File: config.mk
export PLATFORM = sky130hd
export DESIGN_NAME = xrv_i_align
export DESIGN_NICKNAME = d
export VERILOG_FILES = /design/src/rtl/xrv_i_align_pkg.sv /design/src/rtl/xrv_i_hwq.sv /design/src/rtl/xrv_i_align.sv
export SDC_FILE = /design/constraint.sdc
export NUM_CORES = 1
export LEC_CHECK = 0
export ABC_AREA = 1
export ABC_CLOCK_PERIOD_IN_PS = 4300
export BUFFER_PORTS_ARGS = -buffer_cell sky130_fd_sc_hd__clkbuf_2
export CORE_UTILIZATION = 40
export DETAILED_ROUTE_END_ITERATION = 10
export GPL_TIMING_DRIVEN = 0
export MAX_ROUTING_LAYER = met4
export SLEW_MARGIN = 25
export SYNTH_ARGS = -nofsm -noshare
export SYNTH_HDL_FRONTEND = slang
export SYNTH_SLANG_ARGS = --single-unit
File: constraint.sdc
create_clock -name clk -period 4.3 [get_ports clk]
set_input_delay 0.43 -clock clk [delete_from_list [all_inputs] [get_ports clk]]
set_output_delay 0.43 -clock clk [all_outputs]
set_load 0.005 [all_outputs]
File: src/rtl/xrv_i_align_pkg.sv
// rtl/xrv_i_align_pkg.sv - shared constants and helpers for the instruction realigner
package xrv_i_align_pkg;

  // Depth of the halfword queue and width of its pointers
  localparam int unsigned XRV_ALIGN_DEPTH = 4;
  localparam int unsigned HWQ_PTR_W       = 2;

  // A halfword starts a compressed instruction unless its low two bits are 2'b11
  function automatic logic is_rvc(input logic [15:0] hw);
    return hw[1:0] != 2'b11;
  endfunction

endpackage

File: src/rtl/xrv_i_hwq.sv
// rtl/xrv_i_hwq.sv - depth-4 circular halfword queue with 1/2-entry push and pop
module xrv_i_hwq
  import xrv_i_align_pkg::*;
(
  input  logic        clk,
  input  logic        rst,
  input  logic        clr,
  input  logic [1:0]  push_cnt,
  input  logic [15:0] push_hw0,
  input  logic [15:0] push_hw1,
  input  logic [1:0]  pop_cnt,
  output logic [15:0] h0,
  output logic [15:0] h1,
  output logic [2:0]  count
);

  logic [15:0]          mem_q [XRV_ALIGN_DEPTH];
  logic [15:0]          mem_d [XRV_ALIGN_DEPTH];
  logic [HWQ_PTR_W-1:0] rd_ptr_q, rd_ptr_d;
  logic [HWQ_PTR_W-1:0] wr_ptr_q, wr_ptr_d;
  logic [HWQ_PTR_W-1:0] rd_ptr_nx;
  logic [HWQ_PTR_W-1:0] wr_ptr_nx;
  logic [2:0]           count_q, count_d;

  assign rd_ptr_nx = rd_ptr_q + 2'd1;
  assign wr_ptr_nx = wr_ptr_q + 2'd1;
  assign h0        = mem_q[rd_ptr_q];
  assign h1        = mem_q[rd_ptr_nx];
  assign count     = count_q;

  // Next-state for storage, pointers and occupancy; clear drops any same-cycle push/pop
  always_comb begin
    mem_d    = mem_q;
    rd_ptr_d = rd_ptr_q + pop_cnt;
    wr_ptr_d = wr_ptr_q + push_cnt;
    count_d  = count_q + {1'b0, push_cnt} - {1'b0, pop_cnt};
    if (push_cnt != 2'd0) begin
      mem_d[wr_ptr_q] = push_hw0;
    end
    if (push_cnt == 2'd2) begin
      mem_d[wr_ptr_nx] = push_hw1;
    end
    if (clr) begin
      mem_d    = mem_q;
      rd_ptr_d = '0;
      wr_ptr_d = '0;
      count_d  = 3'd0;
    end
  end

  // Control state registers
  always_ff @(posedge clk) begin
    if (rst) begin
      rd_ptr_q <= '0;
      wr_ptr_q <= '0;
      count_q  <= 3'd0;
    end else begin
      rd_ptr_q <= rd_ptr_d;
      wr_ptr_q <= wr_ptr_d;
      count_q  <= count_d;
    end
  end

  // Payload storage needs no reset; count gates every read
  always_ff @(posedge clk) begin
    mem_q <= mem_d;
  end

endmodule

File: src/rtl/xrv_i_align.sv
// rtl/xrv_i_align.sv - realigns fetch words into 16/32-bit instructions with PC tracking
module xrv_i_align
  import xrv_i_align_pkg::*;
#(
  parameter logic [31:0] RESET_PC = 32'h0000_0000
) (
  input  logic        clk,
  input  logic        rst,
  input  logic        flush,
  input  logic [31:0] flush_pc,
  input  logic        fetch_valid,
  output logic        fetch_ready,
  input  logic [31:0] fetch_data,
  output logic        instr_valid,
  input  logic        instr_ready,
  output logic [31:0] instr_data,
  output logic [31:0] instr_pc,
  output logic        instr_is_c
);

  logic [15:0] h0, h1;
  logic [2:0]  count;
  logic        head_c, head_rdy;
  logic        push, pop;
  logic [1:0]  push_cnt, pop_cnt;
  logic [15:0] push_hw0;
  logic [30:0] head_pc_q, head_pc_d;
  logic        skip_q, skip_d;
  logic        unused_flush_pc0;

  assign unused_flush_pc0 = flush_pc[0];

  assign head_c      = is_rvc(h0);
  assign head_rdy    = head_c ? (count >= 3'd1) : (count >= 3'd2);
  assign fetch_ready = (count <= 3'd2) && !flush;
  assign instr_valid = head_rdy && !flush;
  assign instr_is_c  = instr_valid && head_c;
  assign instr_data  = !instr_valid ? 32'h0 : (head_c ? {16'h0, h0} : {h1, h0});
  assign instr_pc    = {head_pc_q, 1'b0};

  assign push     = fetch_valid && fetch_ready;
  assign pop      = instr_valid && instr_ready;
  assign push_cnt = !push ? 2'd0 : (skip_q ? 2'd1 : 2'd2);
  assign push_hw0 = skip_q ? fetch_data[31:16] : fetch_data[15:0];
  assign pop_cnt  = !pop ? 2'd0 : (head_c ? 2'd1 : 2'd2);

  xrv_i_hwq u_hwq (
    .clk      (clk),
    .rst      (rst),
    .clr      (flush),
    .push_cnt (push_cnt),
    .push_hw0 (push_hw0),
    .push_hw1 (fetch_data[31:16]),
    .pop_cnt  (pop_cnt),
    .h0       (h0),
    .h1       (h1),
    .count    (count)
  );

  // Head PC advances by the popped halfwords; a redirect reloads PC and the skip flag
  always_comb begin
    head_pc_d = head_pc_q + {29'd0, pop_cnt};
    skip_d    = skip_q && !push;
    if (flush) begin
      head_pc_d = flush_pc[31:1];
      skip_d    = flush_pc[1];
    end
  end

  // PC and skip registers
  always_ff @(posedge clk) begin
    if (rst) begin
      head_pc_q <= RESET_PC[31:1];
      skip_q    <= RESET_PC[1];
    end else begin
      head_pc_q <= head_pc_d;
      skip_q    <= skip_d;
    end
  end

endmodule
* After elaboration in Yosys (flattened, before gate mapping) *
Index checks and enable logic that the tools add are counted.

word-level totals
  register bits after elaboration = 103
  input port bits = 69
  output and inout port bits = 67

operators by class
  add/sub/neg operators = 7
  $lt $le $gt $ge = 9
  equal/unequal tests = 2
  multiplexer cells = 24
  bitwise logic cells = 4
  reductions and logical operators = 12

operator list
  kind                                                                              number
  64-bit bitwise mux                                                                2
  64-bit 2-to-1 mux                                                                 2
  16-bit 2-to-1 mux                                                                 7
  16-bit binary-select mux with 2-bit select                                        2
  16-bit demux with 2-bit select                                                    2
  32-bit 2-to-1 mux                                                                 2
  31-bit by 2-bit adder with 31-bit output                                          1
  31-bit 2-to-1 mux                                                                 1
  3-bit >= comparator, second input constant                                        4
  2-bit inverter with 3-bit output                                                  4
  1-bit logical AND                                                                 8
  2-bit 2-to-1 mux                                                                  4
  3-bit by 1-bit < comparator with 1-bit output, second input constant              2
  2-bit by 1-bit adder with 2-bit output, second input constant                     2
  2-bit adder                                                                       2
  3-bit by 2-bit adder with 3-bit output                                            1
  3-bit by 1-bit >= comparator with 1-bit output, second input constant             1
  3-bit by 2-bit >= comparator with 1-bit output, second input constant             1
  3-bit by 2-bit less-or-equal comparator with 1-bit output, second input constant  1
  3-bit by 2-bit subtractor with 3-bit output                                       1
  2-bit equality test, second input constant                                        1
  1-bit logical NOT                                                                 2
  1-bit 2-to-1 mux                                                                  2
  2-bit != test, second input constant                                              1
  2 further kinds                                                                   2

* Longest topological paths before layout *
Gate-level depths: netlist (run 1).

  depth after elaboration = 11
  mapped depth = 20

* By module *
A second synthesis (run 1) with hierarchy kept.

unflattened totals
  cells, all modules = 1269
  area total of the unflattened synthesis = 7832.5 um^2

modules (own cells, without submodules)
  module       times used  cells each  area an instance (um^2)  seq. area each (um^2)
  xrv_i_hwq    1           755         5117.4                   2062.0
  xrv_i_align  1           514         2715.1                   640.6

* Least setup slack after synthesis (run 1) *
OpenSTA, ideal clock, no wires.

  kind = input-to-reg
  from = input port flush
  to = register u_hwq.mem_q[0] in the netlist's numbering (enable)
  setup time = 453 ps
  data arrival time = 2474 ps
  required time = 3847 ps
  setup slack = 1372 ps
  stages = 2
  buffers on the path = 1
  path through = inv_2 buf_1

RTL lines
  what                    RTL line          text
  start: declaration      xrv_i_align.sv:9  input logic flush,
  end signal: assignment  xrv_i_hwq.sv:66   mem_q <= mem_d;
  end: declaration        xrv_i_hwq.sv:17   logic [15:0] mem_q [XRV_ALIGN_DEPTH];

No word-level cell between the ends.

* Worst setup path after layout (run 1) *
  from = register u_hwq.rd_ptr_q[1]
  to = register head_pc_q[30]

between the ends
  word-level cells in the longest chain between the ends = 11
  elaborated cells on any way between the ends = 12

RTL lines
  what                                                        RTL line               text
  start: declaration                                          xrv_i_hwq.sv:19        logic [HWQ_PTR_W-1:0] rd_ptr_q, rd_ptr_d;
  start signal: assignment                                    xrv_i_hwq.sv:58        rd_ptr_q <= rd_ptr_d;
  2-bit inverter with 3-bit output (implied by the code) (*)  xrv_i_hwq.sv:27        assign h0 = mem_q[rd_ptr_q];
  16-bit binary-select mux with 2-bit select (*)              xrv_i_hwq.sv:27
  16-bit 2-to-1 mux (implied by the code) (*) (2 in series)   xrv_i_hwq.sv:27
  2-bit != test (*)                                           xrv_i_align_pkg.sv:10  return hw[1:0] != 2'b11;
  1-bit 2-to-1 mux                                            xrv_i_align.sv:34      assign head_rdy = head_c ? (count >= 3'd1) : (count >= 3'd2);
  1-bit logical AND                                           xrv_i_align.sv:36      assign instr_valid = head_rdy && !flush;
  1-bit logical AND                                           xrv_i_align.sv:42      assign pop = instr_valid && instr_ready;
  2-bit 2-to-1 mux (*)                                        xrv_i_align.sv:45      assign pop_cnt = !pop ? 2'd0 : (head_c ? 2'd1 : 2'd2);
  31-bit by 2-bit adder with 31-bit output (*)                xrv_i_align.sv:62      head_pc_d = head_pc_q + {29'd0, pop_cnt};
  31-bit 2-to-1 mux (*)                                       xrv_i_align.sv:64      if (flush) begin
  end signal: assignment                                      xrv_i_align.sv:73      head_pc_q <= RESET_PC[31:1];
  end signal: assignment                                      xrv_i_align.sv:76      head_pc_q <= head_pc_d;
  end: declaration                                            xrv_i_align.sv:27      logic [30:0] head_pc_q, head_pc_d;

Mark *: on every way between the ends. The rest lies on a longest branch, timed or not. The select of a mux whose other input is x is not followed.
A chain may end at the register's enable or synchronous reset.

==> flow_metrics.tcl, run 1 <==
set metrics [dict create \
    outcome "finished, final reports clean" \
    vias 7622 \
    drcViolationCount 0 \
    synth_area_mm2 0.007093 \
    relSlewSlack_pct 47.98 \
    synth_edf_count 64 \
    hold_path.class "primary input to flop" \
    grt_pass1_vias 7295 \
    io_pins 136 \
    clock_path_buffers 2 \
    post-place-ws_ps 903.5 \
    skew_ps 14.10 \
    clock_sinks 103 \
    period_share_pct 79.61 \
    critical_path_required_ps 4570 \
    yosysSeqAreaShare_pct 38.10 \
    final_common_cell "nand2_1" \
    synth_mux_area_share_pct 0 \
    die_h_um 135.2 \
    path_cells "buf_2, inv_2, nand3_1, nand2_1, nand2_1, a21oi_1, nor2_2, nand2_1, nor2_1, ha_1, fa_1, nand2_1, nor2_2, nand2_1, nor2_1, nand2_1, nand2_1, nand3_1, nand2_1, inv_1" \
    fin_ws_ps 876.7 \
    dr.pass1.iters 6 \
    antenna_left 0 \
    yosys.area_share.simple_pct 25.88 \
    cts_hold_buf 0 \
    synth_top_family_by_area "simple AND/OR/NAND/NOR gates" \
    p_leak_nw 3.881 \
    final_cell_mix "nand2_1 (270), inv_1 (142), clkbuf_2 (132)" \
    report.final.hold_viol_count 0 \
    yosys.area_share.adder_pct 1.905 \
    fin_nets 1245 \
    arrival_ps 3690 \
    gr-usage-all-layers_pct 29.52 \
    dpl.hpwl_um 18460 \
    synth-seq-cells 103 \
    postSynth.asyncResetShare_pct 0 \
    synth_cell_type_count 38 \
    path_buf_inv 3 \
    insertion_delay_ps 370 \
    crit_path_start_kind "flop" \
    drtIter0Drc 836 \
    synth-xor-area-share_pct 0.9878 \
    setup_violations 0 \
    grt_pass1_wl_um 39410 \
    crit_slowest_cell "ha_1" \
    yosysWarnings 0 \
    synthFlopType "edfxtp_1" \
    wl_per_cell_um 18.11 \
    worstPathMaxFanout 10 \
    max_freq_mhz 292.1 \
    critical_path.top_delay_family "simple AND/OR/NAND/NOR gates" \
    post_cts_resized 0 \
    cts_setup_buffers 0 \
    synth_compound_area_share_pct 21.36 \
    port_buffers 132 \
    finalCriticalPeriod_ps 3423 \
    syn_inst 1022 \
    rsz0062_at_grt "false" \
    cts_max_level 3 \
    instances_no_fill 1397 \
    dieArea_mm2 0.01827 \
    irDropWorstVdd_mv 0.2129 \
    end_kind "flop" \
    cts_root_buf "clkbuf_16" \
    routed_wl_um 25300 \
    drv_slew 0 \
    area_delta_synth_final_pct 18.24 \
    power_mw 2.552 \
    postLayoutCoreUtil_pct 48.49 \
    gp_congestion 0.9190 \
    tightest_slew_ps 780.3 \
    p_per_area_mw_per_mm2 304.3 \
    cts_tree "done" \
    num_rows 48 \
    diodes 0 \
    drive_gt1_share_pct 17.24 \
    start_util_pct 41.01 \
    syn_nets 1100 \
    core-area_mm2 0.01730 \
    vias_per_cell 5.456 \
    place_area_mm2 0.008084 \
    slowest_delay_ps 330 \
    syn_area_per_cell_um2 6.940 \
    grt_max_degree 27 \
    dieWidth_um 135.2 \
    dp_cells 1381 \
    path_clk_slew_ps 80 \
    crit_path_frequent_cell "nand2_1" \
    antenna_found_initial 0 \
    drv_cap 0 \
    critPathKind "flop to flop" \
    cts_buffers 9 \
    fin_area_mm2 0.008387 \
    overflow 0 \
]
[registers in the layout, indices dropped and copies added (netlist names)]
signal,count
u_hwq.mem_q,64
u_hwq.rd_ptr_q,2
head_pc_q,31
skip_q,1
u_hwq.count,3
u_hwq.wr_ptr_q,2
[cell families after synthesis]
logic type / after synthesis
AO/OA/AOI/OAI: 248
XOR/XNOR: 8
other: 1
adder cells (fa/ha/maj): 9
buffers and inverters: 205
AND/OR/NAND/NOR: 448
flip-flops: 103
[per-stage QoR]
stage               hold WS [ps]  TNS [ps]
finish                     271.3         0
global route               290.4         0
CTS                        268.0         0
detailed placement         506.2         0
global placement           490.7    -34.64
floorplan                  471.7         0
[per-layer routing]
metal  share of wire (%)  track usage [%]  up-vias
met5                   0                -        -
met4                 2.7            13.30        0
met3                 8.8            5.275       49
met2                  45            45.47      378
met1                  43            37.73     3489
li1                    -                -     3706
[cell usage after synthesis (3+ instances only)]
master	count	area share (%)
o22ai_1	50	4.4
a211oi_2	4	0.71
a32o_1	13	1.8
buf_4	3	0.32
buf_1	3	0.16
xor2_1	4	0.49
dfxtp_1	39	11
inv_1	142	7.5
nor3_1	6	0.42
o21ai_1	35	2.5
a21oi_1	23	1.6
nand3b_1	6	0.63
buf_6	3	0.48
clkbuf_1	25	1.3
nor2_1	107	5.7
fa_1	3	0.85
o211ai_1	30	3.2
ha_1	6	1.1
nor2_2	3	0.26
a211oi_1	10	1.1
nand2_1	270	14
o21ai_0	78	5.5
inv_2	7	0.37
nor2_4	3	0.48
edfxtp_1	64	27
nand4_1	9	0.79
buf_2	22	1.6
xnor2_1	4	0.49
nand3_1	37	2.6
[worst paths after layout]
kind | startpoint | cells past startpoint | slack [ps] | end
max | u_hwq.rd_ptr_q[1] | 20 | 880 | head_pc_q[30]
min | flush_pc[14] | 3 | 270 | head_pc_q[13]
max reg2reg | u_hwq.rd_ptr_q[1] | 20 | 880 | head_pc_q[30]
min reg2reg | u_hwq.count[2] | 2 | 520 | u_hwq.count[2]
[report_power, final]
| part | switching (mW) | internal (mW) | total (mW) |
|---|---|---|---|
| combinational | 0.272 | 0.179 | 0.451 |
| clock | 0.420 | 0.464 | 0.884 |
| sequential | 0.0765 | 1.14 | 1.22 |
[worst reg2reg max path, stage by stage (launching register included)]
cell and delay (ps):
dfxtp_1 310, buf_2 210, inv_2 100, nand3_1 100
nand2_1 80, nand2_1 110, a21oi_1 80, nor2_2 130
nand2_1 80, nor2_1 260, ha_1 330, fa_1 320
nand2_1 110, nor2_2 250, nand2_1 180, nor2_1 320
nand2_1 90, nand2_1 60, nand3_1 60, nand2_1 90
inv_1 30
[area by class of cell]
cell class | instances | area [um^2]
tap | 225 | 281.5
buffer | 56 | 272.8
multi-input combinational | 714 | 3560
fill | 1812 | 8910
clock buffer | 10 | 229.0
inverter | 149 | 559.3
timing repair buffer | 134 | 708.2
sequential | 103 | 2703
clock inverter | 6 | 73.82
(Power assumes the default switching activity.)
==> inputs of run 2 (changes only) <==
- ABC_CLOCK_PERIOD_IN_PS: 4300 -> 2900
- clock period: 4.3 -> 2.9 ns (I/O delays scaled with it)
==> flow_metrics.tcl, run 2 (same netlist as run 1, synthesis figures left out) <==
set metrics [dict create \
    drv_slew 0 \
    end_kind "flop" \
    cts_tree "done" \
    fin_area_mm2 0.008488 \
    final_cell_mix "nand2_1 (265), inv_1 (140), clkbuf_2 (132)" \
    vias_per_cell 5.450 \
    min_from "flush_pc[14]" \
    rsz0062_at_grt "false" \
    finalCriticalPeriod_ps 2698 \
    overflow 0 \
    multi_input_area_mm2 0.003620 \
    antenna_found_initial 0 \
    report.final.hold_viol_count 0 \
    power.switching_mw 1.139 \
    dieArea_mm2 0.01827 \
    relSlewSlack_pct 46.87 \
    die_h_um 135.2 \
    p_per_area_mw_per_mm2 446.3 \
    dr.pass1.iters 5 \
    r2r-start "u_hwq.rd_ptr_q[1]" \
    routed_wl_um 25360 \
    max_freq_mhz 370.6 \
    clock_sinks 103 \
    fin_ws_ps 201.9 \
    critPathLaunch "u_hwq.rd_ptr_q[1]" \
    pwr-share-clk_pct 34.4 \
    gr-usage-all-layers_pct 29.57 \
    post-place-ws_ps -496.5 \
    cts_max_level 3 \
    num_rows 48 \
    drtIter0Drc 890 \
    dpl.hpwl_um 18460 \
    gp_congestion 0.9190 \
    skew_ps 12.65 \
    insertion_delay_ps 370 \
    clock_path_buffers 2 \
    swShare_pct 30.07 \
    area_delta_synth_final_pct 19.67 \
    crit_path_start_kind "flop" \
    place_area_mm2 0.008084 \
    seqCellArea_mm2 0.002704 \
    power_mw 3.788 \
    worstPathMaxFanout 10 \
    arrival_ps 2950 \
    instances_no_fill 1401 \
    cts_hold_buf 0 \
    fin_nets 1249 \
    core-area_mm2 0.01730 \
    grt_pass1_wl_um 39470 \
    p_leak_nw 3.916 \
    critical_path_required_ps 3150 \
    dp_cells 1381 \
    outcome "finished, final reports clean" \
    period_share_pct 93.04 \
    cts_buffers 9 \
    antenna_left 0 \
    vias 7635 \
    tightest_slew_ps 797.0 \
    internal_power_mw 2.649 \
    diodes 0 \
    power_frac_comb_pct 17.9 \
    p_seq_share_pct 47.7 \
    grt_pass1_vias 7311 \
    drv_cap 0 \
    fin_setup_tns_ps 0 \
    hold_path.class "primary input to flop" \
    io_pins 136 \
    path_clk_slew_ps 80 \
    top_register "u_hwq.mem_q" \
    grt_max_degree 27 \
    setup_violations 0 \
    largestRegisters "u_hwq.mem_q (64), head_pc_q (31), u_hwq.count (3)" \
    drive_gt1_share_pct 18.62 \
    cts_root_buf "clkbuf_16" \
    drcViolationCount 0 \
    wl_per_cell_um 18.10 \
    final_common_cell "nand2_1" \
    port_buffers 132 \
    largest_reg_flops 64 \
    dieWidth_um 135.2 \
    nFillCells 1800 \
    irDropWorstVdd_mv 0.3176 \
    critPathKind "flop to flop" \
    start_util_pct 41.01 \
]
[run 2: critical path, cell delays in order (launching register included)]
cell and delay (ps):
dfxtp_1 310, buf_6 140, inv_2 100, nand3_1 90
nand2_1 100, nand2_2 80, inv_1 90, nand4_1 210
fa_1 570, fa_1 450, xor2_1 170, o21ai_0 200
a21oi_1 60
[run 2: repair_timing]
item                       4_1_cts  5_1_grt
gates cloned                     0        0
setup endpoints to repair       12       12
pin swaps                        0        5
buffers inserted                 0        4
resized for setup               10       14
[run 2: metal layers]
layer  vias to the layer above  track usage, %  share of wire, %
li1                       3705               -                 -
met1                      3509           37.76                42
met2                       361           45.73                46
met3                        60           5.200               9.0
met4                         0           13.17               2.9
met5                         -               -                 0
[run 2: power by group through the flow]
stage	Sequential (mW)	Combinational (mW)	Clock, mW
floorplan	1.80	0.421	0
global placement	1.84	0.642	0
detailed placement	1.83	0.662	0
CTS	1.80	0.666	1.32
global route	1.82	0.758	1.36
finish	1.81	0.678	1.30
[run 2: final cells by class]
cell class	instances	share of cell area [%]
buffer	56	3.331
multi-input combinational	714	42.64
clock inverter	6	0.8697
tap	225	3.317
inverter	149	6.589
sequential	103	31.85
timing repair buffer	138	8.697
clock buffer	10	2.698
[run 2: final timing paths]
check / end / slack [ps] / cells after the start
max: u_hwq.count[2] / 200 / 12
min: head_pc_q[13] / 130 / 3
max reg2reg: u_hwq.count[2] / 200 / 12
min reg2reg: u_hwq.count[2] / 540 / 2
[run 2: through the flow]
| step | hold slack [ps] | utilization, % |
|---|---|---|
| after floorplan | 423.3 | - |
| after global placement | 490.7 | 46.46 |
| after detailed placement | 506.2 | 46.74 |
| after CTS | 128.0 | 48.72 |
| after global routing | 150.4 | 49.07 |
| final | 132.0 | 49.07 |
==> inputs of run 3 (changes only) <==
- CORE_UTILIZATION: 40 -> 35
==> flow_metrics.tcl, run 3 (same netlist as run 1, synthesis figures left out) <==
set metrics [dict create \
    outcome "finished, final reports clean" \
    critPathLaunch "u_hwq.rd_ptr_q[0]" \
    gr-usage-all-layers_pct 26.15 \
    met2_usage_pct 41.55 \
    finalCriticalPeriod_ps 2725 \
    start_util_pct 36.09 \
    dr.pass1.iters 6 \
    diodes 0 \
    grt_pass1_wl_um 39300 \
    cts_max_level 3 \
    multi_input_area_mm2 0.003630 \
    clock_sinks 103 \
    use_met3_pct 4.437 \
    skew_ps 11.02 \
    p_per_area_mw_per_mm2 441.0 \
    largestRegisters "u_hwq.mem_q (64), head_pc_q (31), u_hwq.count (3)" \
    path_clk_slew_ps 80 \
    instances_no_fill 1442 \
    drive_gt1_share_pct 18.78 \
    area_delta_synth_final_pct 20.55 \
    power_mw 3.770 \
    fin_setup_tns_ps 0 \
    dieWidth_um 144.4 \
    top_register "u_hwq.mem_q" \
    crit_path_frequent_cell "nand2_2" \
    drv_cap 0 \
    critPathKind "flop to flop" \
    r2r-start "u_hwq.rd_ptr_q[0]" \
    port_buffers 132 \
    relSlewSlack_pct 48.69 \
    p_leak_nw 3.924 \
    die_h_um 144.4 \
    seqCellArea_mm2 0.002704 \
    grt-busiest-layer "met2" \
    gp_congestion 0.9241 \
    vias 7621 \
    worstPathMaxFanout 10 \
    post-place-ws_ps -497.1 \
    tightest_slew_ps 769.7 \
    nFillCells 2135 \
    path_cells "buf_6, nand2_1, nand3_1, nand2_2, nand2_2, a21oi_1, nor2_2, nand2_2, nor2_4, ha_4, fa_2, nand2_2, nor2_4, nand2_2, o21ai_0, nand3_1, o211ai_1, inv_1" \
    insertion_delay_ps 370 \
    drcViolationCount 0 \
    cts_root_buf "clkbuf_16" \
    wl_per_cell_um 18.03 \
    dp_cells 1421 \
    num_rows 51 \
    arrival_ps 2990 \
    overflow 0 \
    core-area_mm2 0.01965 \
    setup_violations 0 \
    dpl.hpwl_um 18460 \
    crit_slowest_cell "dfxtp_2" \
    hold_path.class "primary input to flop" \
    drv_slew 0 \
    drtIter0Drc 863 \
    final_common_cell "nand2_1" \
    min_from "flush_pc[17]" \
    grt_max_degree 30 \
    period_share_pct 93.97 \
    grt_pass1_vias 7123 \
    vias_per_cell 5.285 \
    globalRouteMet1Util_pct 32.72 \
    slowest_delay_ps 370 \
    report.final.hold_viol_count 0 \
    cts_tree "done" \
    final_cell_mix "nand2_1 (264), inv_1 (142), clkbuf_2 (132)" \
    largest_reg_flops 64 \
    end_kind "flop" \
    fin_ws_ps 174.8 \
    routed_wl_um 26000 \
    fin_nets 1250 \
    antenna_left 0 \
    max_freq_mhz 366.9 \
    crit_path_start_kind "flop" \
    critical_path_required_ps 3170 \
    clock_path_buffers 2 \
    cts_buffers 9 \
    dieArea_mm2 0.02084 \
    io_pins 136 \
    irDropWorstVdd_mv 0.2239 \
    antenna_found_initial 0 \
]
==> run 3: cell types whose count changed in the layout (fill, tap and decap cells not counted), moves of 2 or more <==
cell	before	now
buf_4	6	8
inv_1	140	142
inv_2	9	7
inv_6	3	1
==> run 3: layout make-up <==
type	count	share of cell area, %
Buffer	56	3.263
Clock buffer	11	3.088
Clock inverter	5	0.5268
Multi-Input combinational cell	714	42.45
Inverter	149	6.541
Timing Repair Buffer	139	8.633
Sequential cell	103	31.62
Tap cell	265	3.878
==> run 3: report_power, final <==
part	switching (mW)	internal (mW)	leakage, nW
clock	0.616	0.675	0.155
combinational	0.410	0.270	2.82
sequential	0.107	1.69	0.954
total	1.13	2.64	3.92
==> run 3: metrics by stage <==
step                utilization (%)  hold WS (ps)  area, um^2
detailed placement            41.35         496.3        8127
global route                  43.51         139.8        8551
CTS                           43.14         128.4        8479
finish                        43.51         136.9        8551
floorplan                         -         423.3        7093
global placement              41.14         488.3        8085
==> run 3: final timing paths <==
path / endpoint / slack (ps) / cells after the start
max: head_pc_q[16] / 170 / 18
min: head_pc_q[16] / 140 / 3
min reg2reg: u_hwq.count[2] / 520 / 2
max reg2reg: head_pc_q[16] / 170 / 18
==> run 3: repair_timing <==
action                     4_1_cts  5_1_grt
pin swaps                        0        8
gates resized for setup         11       11
hold endpoints to repair         0        0
hold buffers                     0        0
setup endpoints to repair       15       13
setup buffers                    0        5
==> run 3: worst max-delay path: cells and delay by family (launching register included) <==
family	cells	cell delay, ps
AOI/OAI and AO/OA	3	350
buffers and inverters	2	190
adders and majority gates	2	400
and+or+nand+nor	11	1300
DFF	1	370
==> run 3: per-layer routing <==
metal | vias to the layer above | wire [um]
met5 | - | 0
met4 | 0 | 891
met3 | 67 | 2403
met2 | 403 | 12010
met1 | 3447 | 10700
li1 | 3704 | -
